$ cat src/rtl/uart_rx.sv
// 8N1-style UART receiver: 2-flop synchronizer, oversampled bit timing, valid/ready output.
// Define UART_RX_PARITY_EN to insert a parity bit between the data bits and the stop bit.
module uart_rx #(
    parameter int  DW         = 8,
    parameter real CLOCK      = 100e6,
    parameter real BAUD_RATE  = 115200,
    parameter int  OVERSAMPLE = 16,
    parameter int  TICK_DIV   = int'($floor(CLOCK / (BAUD_RATE * OVERSAMPLE))),
    parameter bit  PARITY_ODD = 1'b0
) (
    input  logic          clk_i,
    input  logic          rst_i,
    input  logic          rx_i,
    output logic [DW-1:0] data_o,
    output logic          rx_valid_o,
    input  logic          rx_ready_i,
    output logic          frame_err_o,
    output logic          overrun_err_o,
    output logic          parity_err_o,
    output logic          busy_o
);
    localparam int PW = (TICK_DIV > 1) ? $clog2(TICK_DIV) : 1;
    localparam int SW = $clog2(OVERSAMPLE);
    localparam int BW = (DW > 1) ? $clog2(DW) : 1;

    typedef enum logic [2:0] {IDLE, START, DATA, PARITY, STOP, BRK} state_t;

    state_t        state_q, state_d;
    logic [1:0]    sync_q;
    logic [PW-1:0] presc_q, presc_d;
    logic [SW-1:0] samp_q, samp_d;
    logic [BW-1:0] bit_q, bit_d;
    logic [DW-1:0] shift_q, shift_d;
    logic [DW-1:0] data_q, data_d;
    logic          valid_q, valid_d;
    logic          ferr_q, ferr_d;
    logic          ovr_q, ovr_d;
    logic          perr_q, perr_d;
    logic          par_bad_q, par_bad_d;

    logic rxs, tick, half_end, bit_end, stop_smp, blocked, load;

    assign rxs      = sync_q[1];
    assign tick     = (presc_q == PW'(TICK_DIV - 1));
    assign half_end = tick && (samp_q == SW'(OVERSAMPLE / 2 - 1));
    assign bit_end  = tick && (samp_q == SW'(OVERSAMPLE - 1));

    always_ff @(posedge clk_i) begin
        if (rst_i) begin
            sync_q    <= 2'b11;
            state_q   <= IDLE;
            presc_q   <= '0;
            samp_q    <= '0;
            bit_q     <= '0;
            shift_q   <= '0;
            data_q    <= '0;
            valid_q   <= 1'b0;
            ferr_q    <= 1'b0;
            ovr_q     <= 1'b0;
            perr_q    <= 1'b0;
            par_bad_q <= 1'b0;
        end else begin
            sync_q    <= {sync_q[0], rx_i};
            state_q   <= state_d;
            presc_q   <= presc_d;
            samp_q    <= samp_d;
            bit_q     <= bit_d;
            shift_q   <= shift_d;
            data_q    <= data_d;
            valid_q   <= valid_d;
            ferr_q    <= ferr_d;
            ovr_q     <= ovr_d;
            perr_q    <= perr_d;
            par_bad_q <= par_bad_d;
        end
    end

    always_comb begin
        state_d = state_q;
        case (state_q)
            IDLE:   if (!rxs) state_d = START;
            START:  if (half_end) state_d = rxs ? IDLE : DATA;
            DATA:   if (bit_end && bit_q == BW'(DW - 1)) begin
`ifdef UART_RX_PARITY_EN
                        state_d = PARITY;
`else
                        state_d = STOP;
`endif
                    end
            PARITY: if (bit_end) state_d = STOP;
            STOP:   if (bit_end) state_d = rxs ? IDLE : BRK;
            BRK:    if (rxs) state_d = IDLE;
            default: state_d = IDLE;
        endcase
    end

    // A byte is refused only when the previous one is still held and not taken this cycle.
    assign stop_smp = (state_q == STOP) && bit_end;
    assign blocked  = valid_q && !rx_ready_i;
    assign load     = stop_smp && rxs && !par_bad_q && !blocked;

    always_comb begin
        busy_o    = (state_q != IDLE);
        presc_d   = (state_q == IDLE || tick) ? '0 : presc_q + 1'b1;
        samp_d    = samp_q;
        bit_d     = bit_q;
        shift_d   = shift_q;
        par_bad_d = par_bad_q;
        if (state_q == IDLE || state_q == BRK || state_d != state_q)
            samp_d = '0;
        else if (tick)
            samp_d = (samp_q == SW'(OVERSAMPLE - 1)) ? '0 : samp_q + 1'b1;
        if (state_q != DATA)
            bit_d = '0;
        else if (bit_end)
            bit_d = bit_q + 1'b1;
        if (state_q == DATA && bit_end)
            shift_d = {rxs, shift_q[DW-1:1]};
        if (state_q == IDLE)
            par_bad_d = 1'b0;
        else if (state_q == PARITY && bit_end)
            par_bad_d = ((^shift_q) ^ PARITY_ODD) != rxs;
        ferr_d  = stop_smp && !rxs;
        perr_d  = stop_smp && rxs && par_bad_q;
        ovr_d   = stop_smp && rxs && !par_bad_q && blocked;
        data_d  = load ? shift_q : data_q;
        valid_d = load ? 1'b1 : (valid_q && !rx_ready_i);
    end

    assign data_o        = data_q;
    assign rx_valid_o    = valid_q;
    assign frame_err_o   = ferr_q;
    assign overrun_err_o = ovr_q;
`ifdef UART_RX_PARITY_EN
    assign parity_err_o  = perr_q;
`else
    assign parity_err_o  = 1'b0;
`endif
endmodule

$ cat config.mk
export PLATFORM = sky130hd
export DESIGN_NAME = uart_rx
export DESIGN_NICKNAME = d
export VERILOG_FILES = /design/src/rtl/uart_rx.sv
export SDC_FILE = /design/constraint.sdc
export NUM_CORES = 1
export LEC_CHECK = 0
export ABC_AREA = 1
export CAP_MARGIN = 20
export CORE_MARGIN = 8
export CORE_UTILIZATION = 40
export DETAILED_ROUTE_END_ITERATION = 8
export SYNTH_ARGS = -nofsm -noshare
export SYNTH_HDL_FRONTEND = slang
export SYNTH_SLANG_ARGS = --single-unit
$ cat constraint.sdc
create_clock -name clk_i -period 2.15 [get_ports clk_i]
set_clock_uncertainty 0.2 [all_clocks]
set_input_delay 0.3225 -clock clk_i [delete_from_list [all_inputs] [get_ports clk_i]]
set_output_delay 0.3225 -clock clk_i [all_outputs]
set_load 0.02 [all_outputs]
; Yosys cells after proc, flatten, opt, wreduce, memory -nomap -nowiden
; Index checks and enable logic that the tools add are counted.
[totals]
regBits = 38
output_inout_bits = 13
wordCells = 63
[classes]
addsub = 3
n_eq_ne = 12
n_mux = 11
reduce_logical = 26
[ops]
columns = op, n
row1 = $mux W3, 7
row2 = $pmux W3 S6, 1
row3 = $logic_and A1 B1 Y1, 12
row4 = $eq A3 B3 Y1 const B, 3
row5 = $reduce_or A2 Y1, 4
row6 = $reduce_xor A8 Y1, 1
row7 = $add A6 B1 Y6 const B, 1
row8 = $eq A3 B2 Y1 const B, 2
row9 = $eq A6 B6 Y1 const B, 1
row10 = $add A4 B1 Y4 const B, 1
row11 = $eq A4 B3 Y1 const B, 1
row12 = $eq A4 B4 Y1 const B, 1
row13 = $logic_not A1 Y1, 4
row14 = $mux W4, 1
row15 = $add A3 B1 Y3 const B, 1
row16 = $eq A3 B1 Y1 const B, 1
row17 = $logic_not A3 Y1, 1
row18 = $logic_or A1 B1 Y1, 3
row19 = $ne A3 B2 Y1 const B, 1
row20 = $ne A3 B3 Y1, 1
row21 = $reduce_bool A3 Y1, 1
row22 = $mux W2, 1
row23 = $mux W1, 1
row24 = $ne A1 B1 Y1, 1

; Logic depth before layout (Yosys ltp)
; Gate-level depths: netlist (run 1).
[logic_depth]
word_depth = 8
depth_mapped = 14

; Worst setup path before layout (run 1)
; OpenSTA, ideal clock, no wires.
[synth_timing]
path_kind = flip-flop to flip-flop
startpoint = register samp_q[0]
endpoint = register data_q[6], in the netlist data_o[6]
setup_time_ns = 0.070
t_arrival_ns = 1.438
required_time_ns = 1.880
setup_slack_ns = 0.443
path_stages_with_launch = 11
n_path_buf = 1
synth_period_minus_slack_ns = 1.707
path_cell_list = dfxtp_1 -> ha_1 -> nand2_1 -> nor2_2 -> nand2_4 -> clkinv_2 -> nand4_4 -> nor2_4 -> buf_6 -> o21ai_0 -> a21oi_1
[synth_between]
elab_chain_cells = 6
[synth_lines]
columns = element, line
row1 = "start, declared", 31  ; logic [SW-1:0] samp_q, samp_d;
row2 = "start signal, assigned", 66  ; samp_q <= samp_d;
row3 = $eq A4 B4 Y1, 46  ; assign bit_end = tick && (samp_q == SW'(OVERSAMPLE - 1));
row4 = $logic_and A1 B1 Y1, 46
row5 = $logic_and A1 B1 Y1, 98  ; assign stop_smp = (state_q == STOP) && bit_end;
row6 = $logic_and A1 B1 Y1 (3 in a row), 100  ; assign load = stop_smp && rxs && !par_bad_q && !blocked;
row7 = "end signal, assigned", 69  ; data_q <= data_d;
row8 = "end, declared", 34  ; logic [DW-1:0] data_q, data_d;
; No other way between the ends.
; A chain may end at the register's enable or synchronous reset.

; Worst setup path in the final report (run 1)
[layout_timing]
startpoint = register state_q[1]
endpoint = output busy_o
[layout_between]
elab_chain_cells = 1
[layout_lines]
columns = element, line
row1 = "start, declared", 28  ; state_t state_q, state_d;
row2 = "start signal, assigned", 64  ; state_q <= state_d;
row3 = $reduce_bool A3 Y1, 103  ; busy_o = (state_q != IDLE);
row4 = "end, declared", 20  ; output logic busy_o
; No other way between the ends.

==> run metrics, run 1 <==
Synthesized Nets=between 200 and 250; synth warn=0; Die Y=roughly 83 µm; RePlAce Congestion=0.814; crit-path cells=nor2_1, nand2_1, clkdlybuf4s50_1; vias per cell=4.72; asr flop ratio synth=0%; r2r worst-path depth=10; CP top delay family=buffers and inverters; Post-synth top cells=nand2_1 (41), nor2_1 (41), dfxtp_1 (38); mapped cell area=1790 µm²; GRT overflow=0; Fin Setup TNS=0 ns; clk buf depth=2; Power Total=1.28 mW; crit-path max FO=5; status=finished, final reports clean; first-pass GRT wire length=6420 µm; DRT iter0 DRCs=39; diode count=0; Vias=1478; largest net degree at the start of global routing=13; Max Slew Vio Count=0; number of CTS-inserted buffers=5; depth of the worst hold-timing path=1; WP data arrival=~1.5 ns; leakage=0.884 nW; unrepaired setup endpoints after global routing=false; Syn Inst Count=239; root buf cell=clkbuf_8; peak supply drop=353 µV; post-layout util=48.9%; Worst Path Buf+Inv=1; Routed WL per cell=~11 µm; row count=24; Worst EP required=1.63 ns; DRT antenna net count=0; vias in the first global route=approximately 1500; highest clock rate=503 MHz; ratio of final minimum period to clock period=slightly above 90%; number of distinct library cells after synthesis=36; register area share after synthesis=between 40% and 50%; Clock Sinks=38; die area=6880 µm²; Final min period=between 1.5 and 2 ns; final hold viol count=0; CP peak stage delay=0.61 ns; final WL=about 3500 µm; FF+latch count, synth=38; insertion delay to the later sink of the worst-skew pair=0.28 ns; Worst Setup End Kind=output port; share of the synthesized area in the top cell type=42.5%; WS Path Type=register to output port; synth top area cells=dfxtp_1 (42%), nand2_1 (8.6%), nor2_1 (8.6%); Yosys top cell by area=dfxtp_1; total global-route track usage=10.9%; core footprint=4320 µm²; Fill cells=450; cts hold-fix bufs=0; IO Port Bufs=15; Initial Utilization=41.4%; Pre-antenna DRT Iters=4; Final HPWL DP=2740 µm; EDFF count, synth=0; Hold Crit Class=register to register; Die Wd=82.9 µm; IO Pins=17; Final setup viols=0; Syn-to-layout area delta=18.1%; # H-tree levels=2; CTS tree=done; initial antenna violation count=0; Syn Area/Cell=7.50 µm²; Synth Flop Type=dfxtp_1; CP startpoint kind=register; Slowest cell on crit path=clkdlybuf4s50_1; share of layout cells above drive strength 1=between 10 and 15%; Max Cap Viol=0; Pwr Density=604 nW/µm²; CTS clk-pin slew, worst paths=0.07 ns; remaining routing DRC violations=0; Crit path depth=3; nets=around 270
## layout by cell type, fill, tap and decap left out, types with 2 or more instances in the layout
master / netlist / layout
buf_4: 1 / 5
nor2_2: 2 / 2
o21ai_0: 12 / 12
inv_2: 2 / 2
nand3_1: 16 / 16
inv_1: 24 / 24
a21oi_1: 16 / 16
or2_2: 3 / 3
ha_1: 5 / 5
nor3b_1: 2 / 2
a21boi_0: 2 / 2
nor3_1: 5 / 5
xor2_1: 2 / 2
clkbuf_8: 0 / 6
dfxtp_1: 38 / 37
nor2_4: 2 / 2
nand2_1: 41 / 41
xnor2_1: 6 / 6
nor2_1: 41 / 41
clkdlybuf4s50_1: 0 / 15
nand2b_1: 2 / 2
## stage by stage
stage          std cells  hold WS (ns)  area, µm²  worst slack [ns]
6_report             313         0.215       2120             0.162
5_1_grt              313         0.230       2120            0.0146
4_1_cts              312         0.222       2090            0.0426
3_5_place_dp         306         0.203       2010             0.120
3_3_place_gp         306         0.199       2010             0.191
2_1_floorplan        239         0.189       1790             0.443
## power breakdown
part	internal, mW	switching (mW)
logic	0.0317	0.0493
clock network	0.247	0.230
registers	0.711	0.00987
## sequential cells by signal, summed over array words and instances (netlist names), 2 cells and up
signal,flops
bit_q,3
shift_q,8
presc_q,6
sync_q,2
data_o,8
state_q,3
samp_q,4
## routing by layer
layer / GRT usage, % / vias to the layer above / part of all wire (%) / wire length, µm
li1: - / 805 / - / -
met1: 12.4 / 654 / 49 / 1730
met2: 18.2 / 15 / 46 / 1650
met3: 3.91 / 4 / 3.9 / 138
met4: 3.83 / 0 / 0.87 / 31
met5: 0 / - / 0 / 0
## what timing repair did
| item | CTS | global route |
|---|---|---|
| setup buffers | 0 | 1 |
| setup endpoints to repair | 0 | 7 |
| resized for setup | 0 | 1 |
## cells by family (layout without fill, tap and decap cells)
| family | after synthesis | after routing | synth area share (%) |
|---|---|---|---|
| fa+ha+maj | 5 | 5 | 3.49 |
| compound gates | 33 | 33 | 9.71 |
| flops | 38 | 38 | 42.5 |
| other cells | 1 | 1 | 0.209 |
| xor+xnor | 8 | 8 | 3.91 |
| buf+inv | 32 | 54 | 7.54 |
| simple gates | 122 | 122 | 32.7 |
## worst reg2reg max path, delay by kind of cell (launching register included)
family        cells  cell delay [ns]
fa+ha+maj         1             0.18
buf+inv           2             0.25
flops             1             0.38
simple gates      7             0.84
## final timing paths
path	slack, ns	start	end
setup / recovery	0.16	state_q[1]$_SDFF_PP0_	busy_o
hold / removal	0.21	sync_q[0]$_SDFF_PP1_	sync_q[1]$_SDFF_PP1_
setup reg to reg	0.20	presc_q[0]$_SDFF_PP0_	data_o[4]$_SDFFE_PP0P_
hold reg to reg	0.21	sync_q[0]$_SDFF_PP1_	sync_q[1]$_SDFF_PP1_
## area by class of cell
type,instances,area [µm²],share of cell area (%)
Timing Repair Buffer,21,208,9.82
Sequential cell,38,762,36.0
Inverter,27,103,4.85
Tap cell,52,65.1,3.08
Clock buffer,6,82.6,3.90
Multi-Input combinational cell,169,896,42.3
(Power assumes the default switching activity.)
==> inputs of run 2 (changes only) <==
--- a/config.mk
+++ b/config.mk
@@ -8,8 +8,9 @@
 export ABC_AREA = 1
 export CAP_MARGIN = 20
 export CORE_MARGIN = 8
-export CORE_UTILIZATION = 40
+export CORE_UTILIZATION = 30
 export DETAILED_ROUTE_END_ITERATION = 8
+export SETUP_SLACK_MARGIN = 0.05
 export SYNTH_ARGS = -nofsm -noshare
 export SYNTH_HDL_FRONTEND = slang
 export SYNTH_SLANG_ARGS = --single-unit
==> run 2 against run 1 <==
Against the previous run:
- non-clock buffer count shrank 2
- combinational power decreased by 2.7%
- die area increased by 27%
- wire length about the same
- register-to-register slack improved by 0.07 ns
- largest power group is now clock
- via count shrank 0.20%
==> run metrics, run 2 (synthesis results as in run 1) <==
clock share of power=48.4% (was 37.3%); Die Wd=93.3 µm (was 82.9 µm); Pwr Density=709 nW/µm² (was 604 nW/µm²); leakage=0.901 nW (was 0.884 nW); peak supply drop=349 µV (was 353 µV); Final WS setup=0.130 ns (was 0.162 ns); core footprint=5850 µm² (was 4320 µm²); r2r worst-path depth=10 (unchanged); IO Pins=17 (unchanged); nets=269 (was 271); Pint=1.23 mW (was 0.990 mW); Placed Area=2020 µm² (was 2010 µm²); unrepaired setup endpoints after global routing=false (unchanged); Syn-to-layout area delta=21.9% (was 18.1%); Final min period=2.02 ns (was 1.99 ns); CTS clk-pin slew, worst paths=0.07 ns (about the same); NetSw=0.315 mW (was 0.289 mW); Final setup viols=0 (unchanged); insertion delay to the later sink of the worst-skew pair=0.29 ns (was 0.28 ns); ratio of final minimum period to clock period=94.0% (was 92.5%); Max Cap Viol=0 (unchanged); highest clock rate=495 MHz (was 503 MHz); final hold viol count=0 (unchanged); Routed WL per cell=10.6 µm (was 11.3 µm); Pre-antenna DRT Iters=4 (unchanged); WS Path Type=register to output port (unchanged); largest net degree at the start of global routing=15 (was 13); GRT overflow=0 (unchanged); die area=8700 µm² (was 6880 µm²); Final HPWL DP=2650 µm (was 2740 µm); final WL=3550 µm (about the same); crit-path max FO=6 (was 5); Worst EP required=1.63 ns (about the same); Hold Crit Class=register to register (unchanged); vias in the first global route=1453 (was 1468); switching share of power=20.3% (was 22.6%); clk buf depth=2 (unchanged); DRT iter0 DRCs=54 (was 39); root buf cell=clkbuf_8 (unchanged); first-pass GRT wire length=6430 µm (was 6420 µm); # H-tree levels=2 (unchanged); status=finished, final reports clean (unchanged); Worst Setup End Kind=output port (unchanged); Initial Utilization=30.6% (was 41.4%); vias per cell=4.39 (was 4.72); number of CTS-inserted buffers=5 (unchanged); RePlAce Congestion=0.823 (was 0.814); Vias=1475 (was 1478); non-filler instance count after layout=336 (was 313); WP data arrival=1.50 ns (was 1.47 ns); CP peak stage delay=0.62 ns (was 0.61 ns); row count=28 (was 24); commonest non-fill, non-tap cell in the layout=nor2_1; placed insts=326 (was 306); cts hold-fix bufs=0 (unchanged); total global-route track usage=8.91% (was 10.9%); Max Slew Vio Count=0 (unchanged); DP Worst Slack=0.132 ns (was 0.120 ns); crit-path cells=nor2_1, nand2_1, clkdlybuf4s50_1 (unchanged); diode count=0 (unchanged); CP startpoint kind=register (unchanged); IO Port Bufs=15 (unchanged); depth of the worst hold-timing path=1 (unchanged); Slowest cell on crit path=clkdlybuf4s50_1 (unchanged); CTS tree=done (unchanged); most frequent cells in the layout=nor2_1 (41), nand2_1 (40), dfxtp_1 (37), inv_1 (24) (was nor2_1 (41), nand2_1 (41), dfxtp_1 (37), inv_1 (24)); initial antenna violation count=0 (unchanged); Final Instance Area=2180 µm² (was 2120 µm²); DRT antenna net count=0 (unchanged); Seq pwr share=46.5% (was 56.4%); post-layout util=37.3% (was 48.9%); remaining routing DRC violations=0 (unchanged); combinational fraction of design power=5.1% (was 6.3%); share of layout cells above drive strength 1=11.5% (was 11.1%); Die Y=93.3 µm (was 82.9 µm); Clock Sinks=38 (unchanged); Fin Setup TNS=0 ns (unchanged)
## run 2: repair_timing
item	4_1_cts	5_1_grt
cloned	0	0
buffers inserted	0	2
pin swaps	0	1
endpoints found under the hold margin	0	0
gates resized for setup	1	2
endpoints found under the setup margin	1	17
## run 2: power by group through the flow
stage | logic, mW | registers (mW) | clock network, mW
6_report | 0.0788 | 0.720 | 0.750
5_1_grt | 0.0889 | 0.722 | 0.795
4_1_cts | 0.0786 | 0.720 | 0.770
3_5_place_dp | 0.0782 | 0.737 | 0
3_3_place_gp | 0.0781 | 0.736 | 0
2_1_floorplan | 0.0547 | 0.734 | 0
## run 2: routing by layer
metal  track usage [%]  vias to the layer above  part of all wire [%]
met3              3.13                        7                   5.0
met4              3.36                        0                   1.4
met2              13.9                       22                    41
met1              10.9                      647                    53
met5                 0                        -                     0
li1                  -                      799                     -
## run 2: stage by stage
step | hold slack, ns | power, mW
2_1_floorplan | 0.189 | 0.789
5_1_grt | 0.255 | 1.61
4_1_cts | 0.224 | 1.57
3_5_place_dp | 0.209 | 0.815
3_3_place_gp | 0.194 | 0.814
6_report | 0.220 | 1.55
## run 2: path summary, 6_finish.rpt
path / start / endpoint / slack [ns]
min: sync_q[0]$_SDFF_PP1_ / sync_q[1]$_SDFF_PP1_ / 0.22
max: state_q[0]$_SDFF_PP0_ / busy_o / 0.13
max reg2reg: presc_q[0]$_SDFF_PP0_ / data_o[6]$_SDFFE_PP0P_ / 0.27
min reg2reg: sync_q[0]$_SDFF_PP1_ / sync_q[1]$_SDFF_PP1_ / 0.22
## run 2: critical path, delay by kind of cell (launching register included)
family                 cells  cell delay, ns
and+or+nand+nor            2            0.17
buffers and inverters      1            0.62
DFF                        1            0.42
## run 2: area by class of cell
type	count	area [µm²]
flip-flops and latches	38	762
multi-input cells	169	903
fillers	588	3670
inverters	27	103
clock buffers	6	82.6
clock inverters	2	60.1
repair buffers	19	180
well taps	75	93.8
